File: src/rtl/regfile_param_if.sv
// regfile_param_if: register-file bus (write ports E/M, read ports A/B, sweep control, debug dump)
interface regfile_param_if #(
  parameter int DATA_W = 32,
  parameter int NREGS  = 8,
  parameter int ADDR_W = 4
);
  logic [ADDR_W-1:0]       dstE;
  logic [DATA_W-1:0]       valE;
  logic [ADDR_W-1:0]       dstM;
  logic [DATA_W-1:0]       valM;
  logic [ADDR_W-1:0]       rA;
  logic [ADDR_W-1:0]       rB;
  logic [DATA_W-1:0]       valA;
  logic [DATA_W-1:0]       valB;
  logic                    clr_req;
  logic                    clr_busy;
  logic                    wr_conflict;
  logic [NREGS*DATA_W-1:0] regs_flat;
  modport master (
    output dstE, valE, dstM, valM, rA, rB, clr_req,
    input  valA, valB, clr_busy, wr_conflict, regs_flat
  );
  modport slave (
    input  dstE, valE, dstM, valM, rA, rB, clr_req,
    output valA, valB, clr_busy, wr_conflict, regs_flat
  );
endinterface

File: src/rtl/regfile_param.sv
// regfile_param: NREGS x DATA_W register file, write ports E/M (M wins), read ports A/B, clear sweep, conflict flag; REGFILE_BYPASS_EN enables write-to-read bypass
module regfile_param #(
  parameter int DATA_W = 32,
  parameter int NREGS  = 8,
  parameter int ADDR_W = 4,
  parameter int RNONE  = 15
) (
  input logic            clock,
  input logic            reset,
  regfile_param_if.slave bus
);
  typedef enum logic {IDLE, SWEEP} state_t;
  localparam logic [ADDR_W-1:0] NR   = ADDR_W'(NREGS);
  localparam logic [ADDR_W-1:0] NONE = ADDR_W'(RNONE);
  state_t            state_q;
  logic [ADDR_W-1:0] cnt_q;
  logic              busy_q;
  logic              conflict_q;
  logic [DATA_W-1:0] regs_q [NREGS];
  logic [DATA_W-1:0] regs_d [NREGS];
  logic [DATA_W-1:0] rd_src [NREGS];
  logic [DATA_W-1:0] rd_a;
  logic [DATA_W-1:0] rd_b;
  logic              we_e;
  logic              we_m;
  assign we_e = bus.dstE != NONE && bus.dstE < NR;
  assign we_m = bus.dstM != NONE && bus.dstM < NR;
  // sweep clear beats both ports, M beats E
  always_comb begin
    for (int i = 0; i < NREGS; i++)
      regs_d[i] = (state_q == SWEEP && cnt_q == ADDR_W'(i)) ? '0 :
                  (we_m && bus.dstM == ADDR_W'(i)) ? bus.valM :
                  (we_e && bus.dstE == ADDR_W'(i)) ? bus.valE : regs_q[i];
  end
`ifdef REGFILE_BYPASS_EN
  assign rd_src = regs_d;
`else
  assign rd_src = regs_q;
`endif
  always_comb begin
    rd_a = '0;
    rd_b = '0;
    for (int i = 0; i < NREGS; i++) begin
      rd_a = (bus.rA == ADDR_W'(i)) ? rd_src[i] : rd_a;
      rd_b = (bus.rB == ADDR_W'(i)) ? rd_src[i] : rd_b;
    end
  end
  always_ff @(posedge clock or negedge reset) begin
    if (!reset) begin
      state_q    <= IDLE;
      cnt_q      <= '0;
      busy_q     <= 1'b0;
      conflict_q <= 1'b0;
      regs_q     <= '{default: '0};
    end else begin
      regs_q     <= regs_d;
      conflict_q <= we_e && we_m && bus.dstE == bus.dstM;
      if (state_q == IDLE) begin
        if (bus.clr_req) begin
          state_q <= SWEEP;
          cnt_q   <= '0;
          busy_q  <= 1'b1;
        end
      end else if (cnt_q == ADDR_W'(NREGS - 1)) begin
        state_q <= IDLE;
        cnt_q   <= '0;
        busy_q  <= 1'b0;
      end else begin
        cnt_q <= cnt_q + 1'b1;
      end
    end
  end
  for (genvar g = 0; g < NREGS; g++) begin : g_flat
    assign bus.regs_flat[g*DATA_W +: DATA_W] = regs_q[g];
  end
  assign bus.valA        = rd_a;
  assign bus.valB        = rd_b;
  assign bus.clr_busy    = busy_q;
  assign bus.wr_conflict = conflict_q;
endmodule
File: src/flat_wrapper.sv
// flat-port wrapper written by rule: the top's interface ports become plain ports
module regfile_param_flat 
#(
  parameter int DATA_W = 32,
  parameter int NREGS  = 8,
  parameter int ADDR_W = 4,
  parameter int RNONE  = 15
)
  (clock, reset, bus_dstE, bus_valE, bus_dstM, bus_valM, bus_rA, bus_rB, bus_clr_req, bus_valA, bus_valB, bus_clr_busy, bus_wr_conflict, bus_regs_flat);
  regfile_param_if #(.DATA_W(DATA_W), .NREGS(NREGS), .ADDR_W(ADDR_W)) bus_i ();
  input logic clock;
  input logic reset;
  input wire logic [$bits(bus_i.dstE)-1:0] bus_dstE;
  input wire logic [$bits(bus_i.valE)-1:0] bus_valE;
  input wire logic [$bits(bus_i.dstM)-1:0] bus_dstM;
  input wire logic [$bits(bus_i.valM)-1:0] bus_valM;
  input wire logic [$bits(bus_i.rA)-1:0] bus_rA;
  input wire logic [$bits(bus_i.rB)-1:0] bus_rB;
  input wire logic [$bits(bus_i.clr_req)-1:0] bus_clr_req;
  output wire logic [$bits(bus_i.valA)-1:0] bus_valA;
  output wire logic [$bits(bus_i.valB)-1:0] bus_valB;
  output wire logic [$bits(bus_i.clr_busy)-1:0] bus_clr_busy;
  output wire logic [$bits(bus_i.wr_conflict)-1:0] bus_wr_conflict;
  output wire logic [$bits(bus_i.regs_flat)-1:0] bus_regs_flat;
  assign bus_i.dstE = bus_dstE;
  assign bus_i.valE = bus_valE;
  assign bus_i.dstM = bus_dstM;
  assign bus_i.valM = bus_valM;
  assign bus_i.rA = bus_rA;
  assign bus_i.rB = bus_rB;
  assign bus_i.clr_req = bus_clr_req;
  assign bus_valA = bus_i.valA;
  assign bus_valB = bus_i.valB;
  assign bus_clr_busy = bus_i.clr_busy;
  assign bus_wr_conflict = bus_i.wr_conflict;
  assign bus_regs_flat = bus_i.regs_flat;
  regfile_param #(.DATA_W(DATA_W), .NREGS(NREGS), .ADDR_W(ADDR_W), .RNONE(RNONE)) u_core (.clock(clock), .reset(reset), .bus(bus_i));
endmodule
File: config.mk
export PLATFORM = sky130hd
export DESIGN_NAME = regfile_param_flat
export DESIGN_NICKNAME = d
export VERILOG_FILES = /design/src/rtl/regfile_param_if.sv /design/src/rtl/regfile_param.sv /design/src/flat_wrapper.sv
export SDC_FILE = /design/constraint.sdc
export NUM_CORES = 1
export LEC_CHECK = 0
export CORE_MARGIN = 3
export CORE_UTILIZATION = 50
export DETAILED_ROUTE_END_ITERATION = 10
export PLACE_DENSITY = 0.79
export SYNTH_ARGS = -nofsm -noshare
export SYNTH_HDL_FRONTEND = slang
export SYNTH_SLANG_ARGS = --single-unit
File: constraint.sdc
create_clock -name clock -period 2.68 [get_ports clock]
set_input_delay 0.536 -clock clock [delete_from_list [all_inputs] [get_ports clock]]
set_output_delay 0.536 -clock clock [all_outputs]
set_load 0.03 [all_outputs]
After elaboration in Yosys (flattened, before gate mapping)
Cells that the tools add are included.
{"block": "totals", "elab_cells": 146, "in_bits": 83, "register_bits": 263}
{"block": "op_classes", "reduce_logical": 43, "order_cmp": 2, "eq_ne": 39, "add_sub_neg": 1, "n_mux": 49}
{"operator": "$mux 32", "n": 40}
{"operator": "$eq 4x3->1 const B", "n": 20}
{"operator": "$eq 4x2->1 const B", "n": 10}
{"operator": "$logic_and 1x1->1", "n": 28}
{"operator": "$reduce_bool 3->1", "n": 8}
{"operator": "$eq 4x1->1 const B", "n": 5}
{"operator": "$logic_not 4->1", "n": 5}
{"operator": "$mux 4", "n": 3}
{"operator": "$lt 4x4->1 const B", "n": 2}
{"operator": "$ne 4x4->1 const B", "n": 2}
{"operator": "$mux 1", "n": 6}
{"operator": "$add 4x1->4 const B", "n": 1}
{"operator": "$eq 4x4->1", "n": 1}
{"operator": "$ne 2x2->1 const B", "n": 1}
{"operator": "$reduce_and 2->1", "n": 1}
{"operator": "$reduce_bool 2->1", "n": 1}

Longest topological paths before layout
{"block": "depth", "ltp_word": 9, "ltp_mapped": 7}

Least setup slack after synthesis
OpenSTA, ideal clock, no wires.
{"block": "synth_timing", "kind": "input to output", "start": "input bus_rB[0]", "end": "output bus_valB[3]", "cell_stages": 7, "t_arrival_ps": 2178, "required_ps": 2144, "slack_ps": -34, "path_cell_list": "buf_2 buf_2 buf_2 o211ai_1 o31ai_1 nor2_1 a221oi_1"}
{"block": "synth_via", "elab_chain_len": 9, "elab_cells_between_ends": 16, "cone_classes": "7 x eq/ne; 8 x mux; 1 x reduce/logical"}
{"item": "start: declaration", "line": "flat_wrapper.sv:18", "rtl": "input wire logic [$bits(bus_i.rB)-1:0] bus_rB;"}
{"item": "$logic_not 4->1", "line": "regfile_param.sv:45", "rtl": "rd_b = (bus.rB == ADDR_W'(i)) ? rd_src[i] : rd_b;"}
{"item": "$mux 32 (7 in a row)", "line": "regfile_param.sv:45"}
{"item": "$mux 32 (*)", "line": "regfile_param.sv:45"}
{"item": "end: declaration", "line": "flat_wrapper.sv:21", "rtl": "output wire logic [$bits(bus_i.valB)-1:0] bus_valB;"}
Every way passes the cells marked *; elsewhere a longest branch is shown, timed or not.

Worst setup path after layout
{"block": "layout_timing", "start": "input bus_rA[1]", "end": "output bus_valA[6]"}
{"block": "layout_via", "elab_chain_len": 9, "elab_cells_between_ends": 16, "cone_classes": "7 x eq/ne; 8 x mux; 1 x reduce/logical"}
{"item": "start: declaration", "line": "flat_wrapper.sv:17", "rtl": "input wire logic [$bits(bus_i.rA)-1:0] bus_rA;"}
{"item": "$logic_not 4->1", "line": "regfile_param.sv:44", "rtl": "rd_a = (bus.rA == ADDR_W'(i)) ? rd_src[i] : rd_a;"}
{"item": "$mux 32 (7 in a row)", "line": "regfile_param.sv:44"}
{"item": "$mux 32 (*)", "line": "regfile_param.sv:44"}
{"item": "end: declaration", "line": "flat_wrapper.sv:20", "rtl": "output wire logic [$bits(bus_i.valA)-1:0] bus_valA;"}
Marks and branches as above.

==> results <==
- The aggregate global-route resource usage is 0.4171.
- The multi-input combinational cells in the finished layout cover a total of 10,590 um2.
- STA puts the critical path data required time at 2.14 ns.
- The count of nets left with antenna violations once routing finished came out at 0.
- The flow ran to the end, and the final reports show no timing, DRC or antenna violations.
- The number of buffers added by the clock tree synthesis step is 30.
- The growth of design area from synthesis to finish is 35.24%.
- The initial utilization of the core area, before any placement, comes to 0.5086.
- The net switching power of the design is 13.60 mW.
- The critical path goes through buf_2 > inv_2 > buf_6 > nor2_2 > buf_4 > a221oi_1 > a211oi_1 > buf_4.
- After technology mapping, the gate count stands at 1,907.
- The portion of total power attributed to sequential cells is 0.310.
- The tree is rooted in a clkbuf_16.
- The number of global-route vias before repair is 19,250.
- Setup violations remaining at the end of the flow were counted as 0.
- Clock-pin slew was measured on the worst setup and hold paths at 0.06 ns.
- The total standard cell area after synthesis is 18,180 um2.
- The number of hold violations in the final report is 0.
- The number of nets at the end of the flow is 2,336.
- The total via count in the routed design is 19,250.
- The number of cells on the worst reg-to-reg path is 4.
- The post-detailed-route wirelength per cell is 30.78 um.
- The starting DRC count in detailed routing is 2,614.
- The maximum net fanout on the critical path is 20.
- The filler cells instantiated in the layout total 2,726.
- The number of detailed-route iterations in the first pass is 9.
- At the pin with the least slew margin, the transition time is 0.7022 ns.
- The delay of the slowest cell on the worst path is 0.36 ns.
- The sum of net half-perimeters after detailed placement is 55.71 mm.
- The number of storage elements in the synthesis netlist is 263.
- The post-synthesis average cell area is 9.532 um2.
- The post-place instance area is 23,180 um2.
- The async set-or-reset flop fraction in the synthesized netlist is 1.000.
- The clock tree from TritonCTS is done.
- The area of the die is 38,680 um2.
- Dividing the final minimum period by the clock period gives 0.9975.
- The share of post-route cells with drive strength above 1 is 0.1888.
- The largest net degree at the start of global routing is 65.
- In this run the tool buffered the top-level ports with 404 buffer cells.
- The total area inside the core boundary comes to 35,740 um2.
- The Yosys step of the flow raised 0 warnings.
- The first global-routing pass estimated 122.7 mm of wire.
- The cell area after layout is 24,580 um2.
- The share of power burned in the clock network is 0.151.
- The buffer levels on the longest clock path is 3.
- Static timing analysis puts the maximum clock frequency at 374.1 MHz.
- The minimum period implied by the final worst setup slack is 2.673 ns.
- The most frequently used flop master after synthesis is dfrtp_1.
- The floorplan has 69 rows.
- The final clock skew is 0.01565 ns.
- The analysis attributes to cell leakage a power of 10.22 nW.
- The number of max-cap violations is 0.
- Across the VDD grid, the largest voltage drop is 0.8723 mV.
- Summed over all layers, the routed wires come to 84.18 mm.
- The fraction of the yosys area taken by sequential cells is 0.3621.
- The worst hold-check path type is input port to async pin.
- The sort of element at the start of the critical path is an input port.
- Clock latency on the worst-skew pair, taken at its later pin, is 0.57 ns.
- The cell with the most instances on the worst path is buf_4.
- The critical path is of the input port to primary output type.
- The area used by sequential logic in the layout is 6581 um2.
- Using the TritonRoute via totals, the vias-per-cell ratio works out to 7.037.
- The count of flip-flops with a built-in enable after synthesis is 0.
- The H-tree depth is 1.
- 405 I/O pins were placed.
- Power spread over the standard cell area amounts to 1163 nW/um2.
- The final number of max-transition violations is 0.
- The remaining global-route overflow is 0.
- The tree built by TritonCTS fans out to 263 sinks.
- The worst setup path is captured at a primary output.
- Of the total power, the share spent switching nets is 0.4757.
- From bottom edge to top edge, the die measures 196.7 um.
- The proportion of power drawn by combinational gates is 0.539.
- The unique cell type count in the Yosys netlist is 59.
- The internal portion of the total power is 14.99 mW.
- The setup TNS is 0 ns.
- The slowest stage of the critical path belongs to the cell a211oi_1.
- The global placement routability congestion is 0.9654.
- On the final layout, the worst hold slack is 0.5219 ns.
- The worst pin sits at a relative slew slack of 0.5302.
- STA puts the critical path data arrival time at 2.14 ns.
- The number of antenna violations at the first check in global routing is 3.
- The number of nets in the synthesized netlist is 1,994.
- The residual DRC count is 0.
- In this run the horizontal extent of the chip is 196.7 um.
==> area by class of cell <==
| cell class | instances | share of cell area |
|---|---|---|
| Sequential cell | 263 | 0.2677 |
| Timing Repair Buffer | 559 | 0.2337 |
| Inverter | 14 | 0.002138 |
| Tap cell | 461 | 0.02346 |
| Multi-Input combinational cell | 1381 | 0.4307 |
| Clock buffer | 45 | 0.03777 |
| Clock inverter | 10 | 0.004326 |
| Antenna cell | 2 | 0.0002036 |
==> logic make-up (layout without fill, tap and decap cells) <==
kind of cell               after synthesis  after routing  synth area share
DFF                                    263            263            0.3621
buffers and inverters                  263            628           0.07172
xor gates and xnor gates                 4              4          0.001928
AOI/OAI and AO/OA                      552            552            0.2267
other                                    0              2                 0
adders and majority gates                4              4          0.002753
muxes                                  414            414            0.2369
and+or+nand+nor                        407            407           0.09788
==> layout by cell type (no fill, tap or decap), types with 30 or more instances in the layout <==
cell type	count
a211oi_1	210
a211oi_2	52
a21oi_1	76
a22oi_1	31
buf_12	49
buf_4	155
clkbuf_16	31
clkdlybuf4s50_1	331
dfrtp_1	263
mux2_2	30
mux2i_1	373
nor2_1	315
o21ai_0	36
o22ai_1	41
==> cells in the mapped netlist (2+ instances only) <==
master	n	area, um2
dfrtp_1	263	6581
nor3_1	9	45.04
o32ai_1	5	43.79
a21oi_1	76	380.4
or3_1	2	12.51
nand3_1	3	15.01
nand2_1	23	86.33
o31ai_1	5	37.54
a211oi_1	212	1592
mux2i_1	374	3744
nor2_4	2	22.52
a221oi_1	21	183.9
clkbuf_2	31	155.2
mux2_2	30	337.8
ha_1	4	50.05
and3_1	4	25.02
nor3_4	4	65.06
o2bb2ai_1	16	140.1
a222oi_1	3	30.03
nor2b_1	11	68.82
a2bb2oi_1	3	26.28
inv_1	12	45.04
o211ai_1	4	30.03
mux4_2	10	225.2
a31oi_1	2	12.51
nand4bb_1	2	22.52
a22oi_1	31	232.7
buf_1	8	30.03
nor2_1	322	1209
clkbuf_4	8	60.06
a32oi_1	3	26.28
nand2b_4	3	41.29
buf_4	15	112.6
clkbuf_1	134	503.0
xnor2_1	2	17.52
o21a_1	5	37.54
buf_6	20	225.2
a211oi_2	50	625.6
xor2_1	2	17.52
nand2b_1	11	68.82
buf_2	33	165.2
o22ai_1	46	287.8
o21ai_0	39	195.2
o221ai_1	5	43.79
a21o_1	25	187.7
==> final timing paths <==
| kind | start | end | slack, ns |
|---|---|---|---|
| worst max-delay path | bus_rA[1] | bus_valA[6] | 0.007 |
| max in group asynchronous | reset | u_core.bus.regs_flat[240]$_DFFE_PN0P_ | 1.38 |
| worst min-delay path | reset | u_core.bus.regs_flat[247]$_DFFE_PN0P_ | 0.52 |
| worst max register to register | u_core.cnt_q[2]$_DFFE_PN0P_ | u_core.bus.regs_flat[142]$_DFFE_PN0P_ | 0.74 |
| min in group clock | bus_dstM[3] | u_core.bus.wr_conflict$_DFF_PN0_ | 0.58 |
| worst min register to register | u_core.bus.clr_busy$_DFFE_PN0P_ | u_core.bus.clr_busy$_DFFE_PN0P_ | 0.64 |
==> stage by stage <==
| step | cells | setup WS (ns) | total power [mW] | util |
|---|---|---|---|---|
| floorplan | 1907 | 0.01047 | 16.46 | - |
| detailed placement | 2666 | -0.4521 | 23.77 | 0.6487 |
| global route | 2735 | -0.006853 | 29.53 | 0.6878 |
| finish | 2735 | 0.006743 | 28.59 | 0.6878 |
| global placement | 2666 | -0.4397 | 23.45 | 0.6487 |
| CTS | 2731 | 0.01167 | 28.20 | 0.6854 |
==> sequential cells by signal (all words and copies together), names as in the netlist <==
| register | count |
|---|---|
| u_core.bus.clr_busy | 1 |
| u_core.bus.regs_flat | 256 |
| u_core.bus.wr_conflict | 1 |
| u_core.cnt_q | 4 |
| u_core.state_q | 1 |
==> layer usage <==
layer,track usage,wire [um],up-vias
met3,0.1046,11350,474
li1,-,-,7715
met4,0.2392,5986,2
met2,0.6521,37590,1730
met5,0,13,-
met1,0.5295,29250,9326
==> worst max-delay path: cells and delay by family <==
kind	cells	cell delay, ns
buffers and inverters	5	0.88
and+or+nand+nor	1	0.25
AOI/OAI and AO/OA	2	0.45
==> power groups by stage <==
stage	Clock, mW	Combinational [mW]	Sequential [mW]
2_1_floorplan	0	5.34	11.1
3_3_place_gp	0	14.8	8.66
3_5_place_dp	0	15.1	8.68
4_1_cts	4.29	15.2	8.67
5_1_grt	4.47	16.1	9.00
6_report	4.33	15.4	8.86
==> timing repair <==
item	CTS	global route
setup buffers	8	2
gates resized for setup	36	14
endpoints found under the hold margin	54	0
endpoints found under the setup margin	52	18
pin swaps	5	3
hold buffers	1	0
gates cloned	1	0
Note: power is estimated with default switching activity, not from simulation.
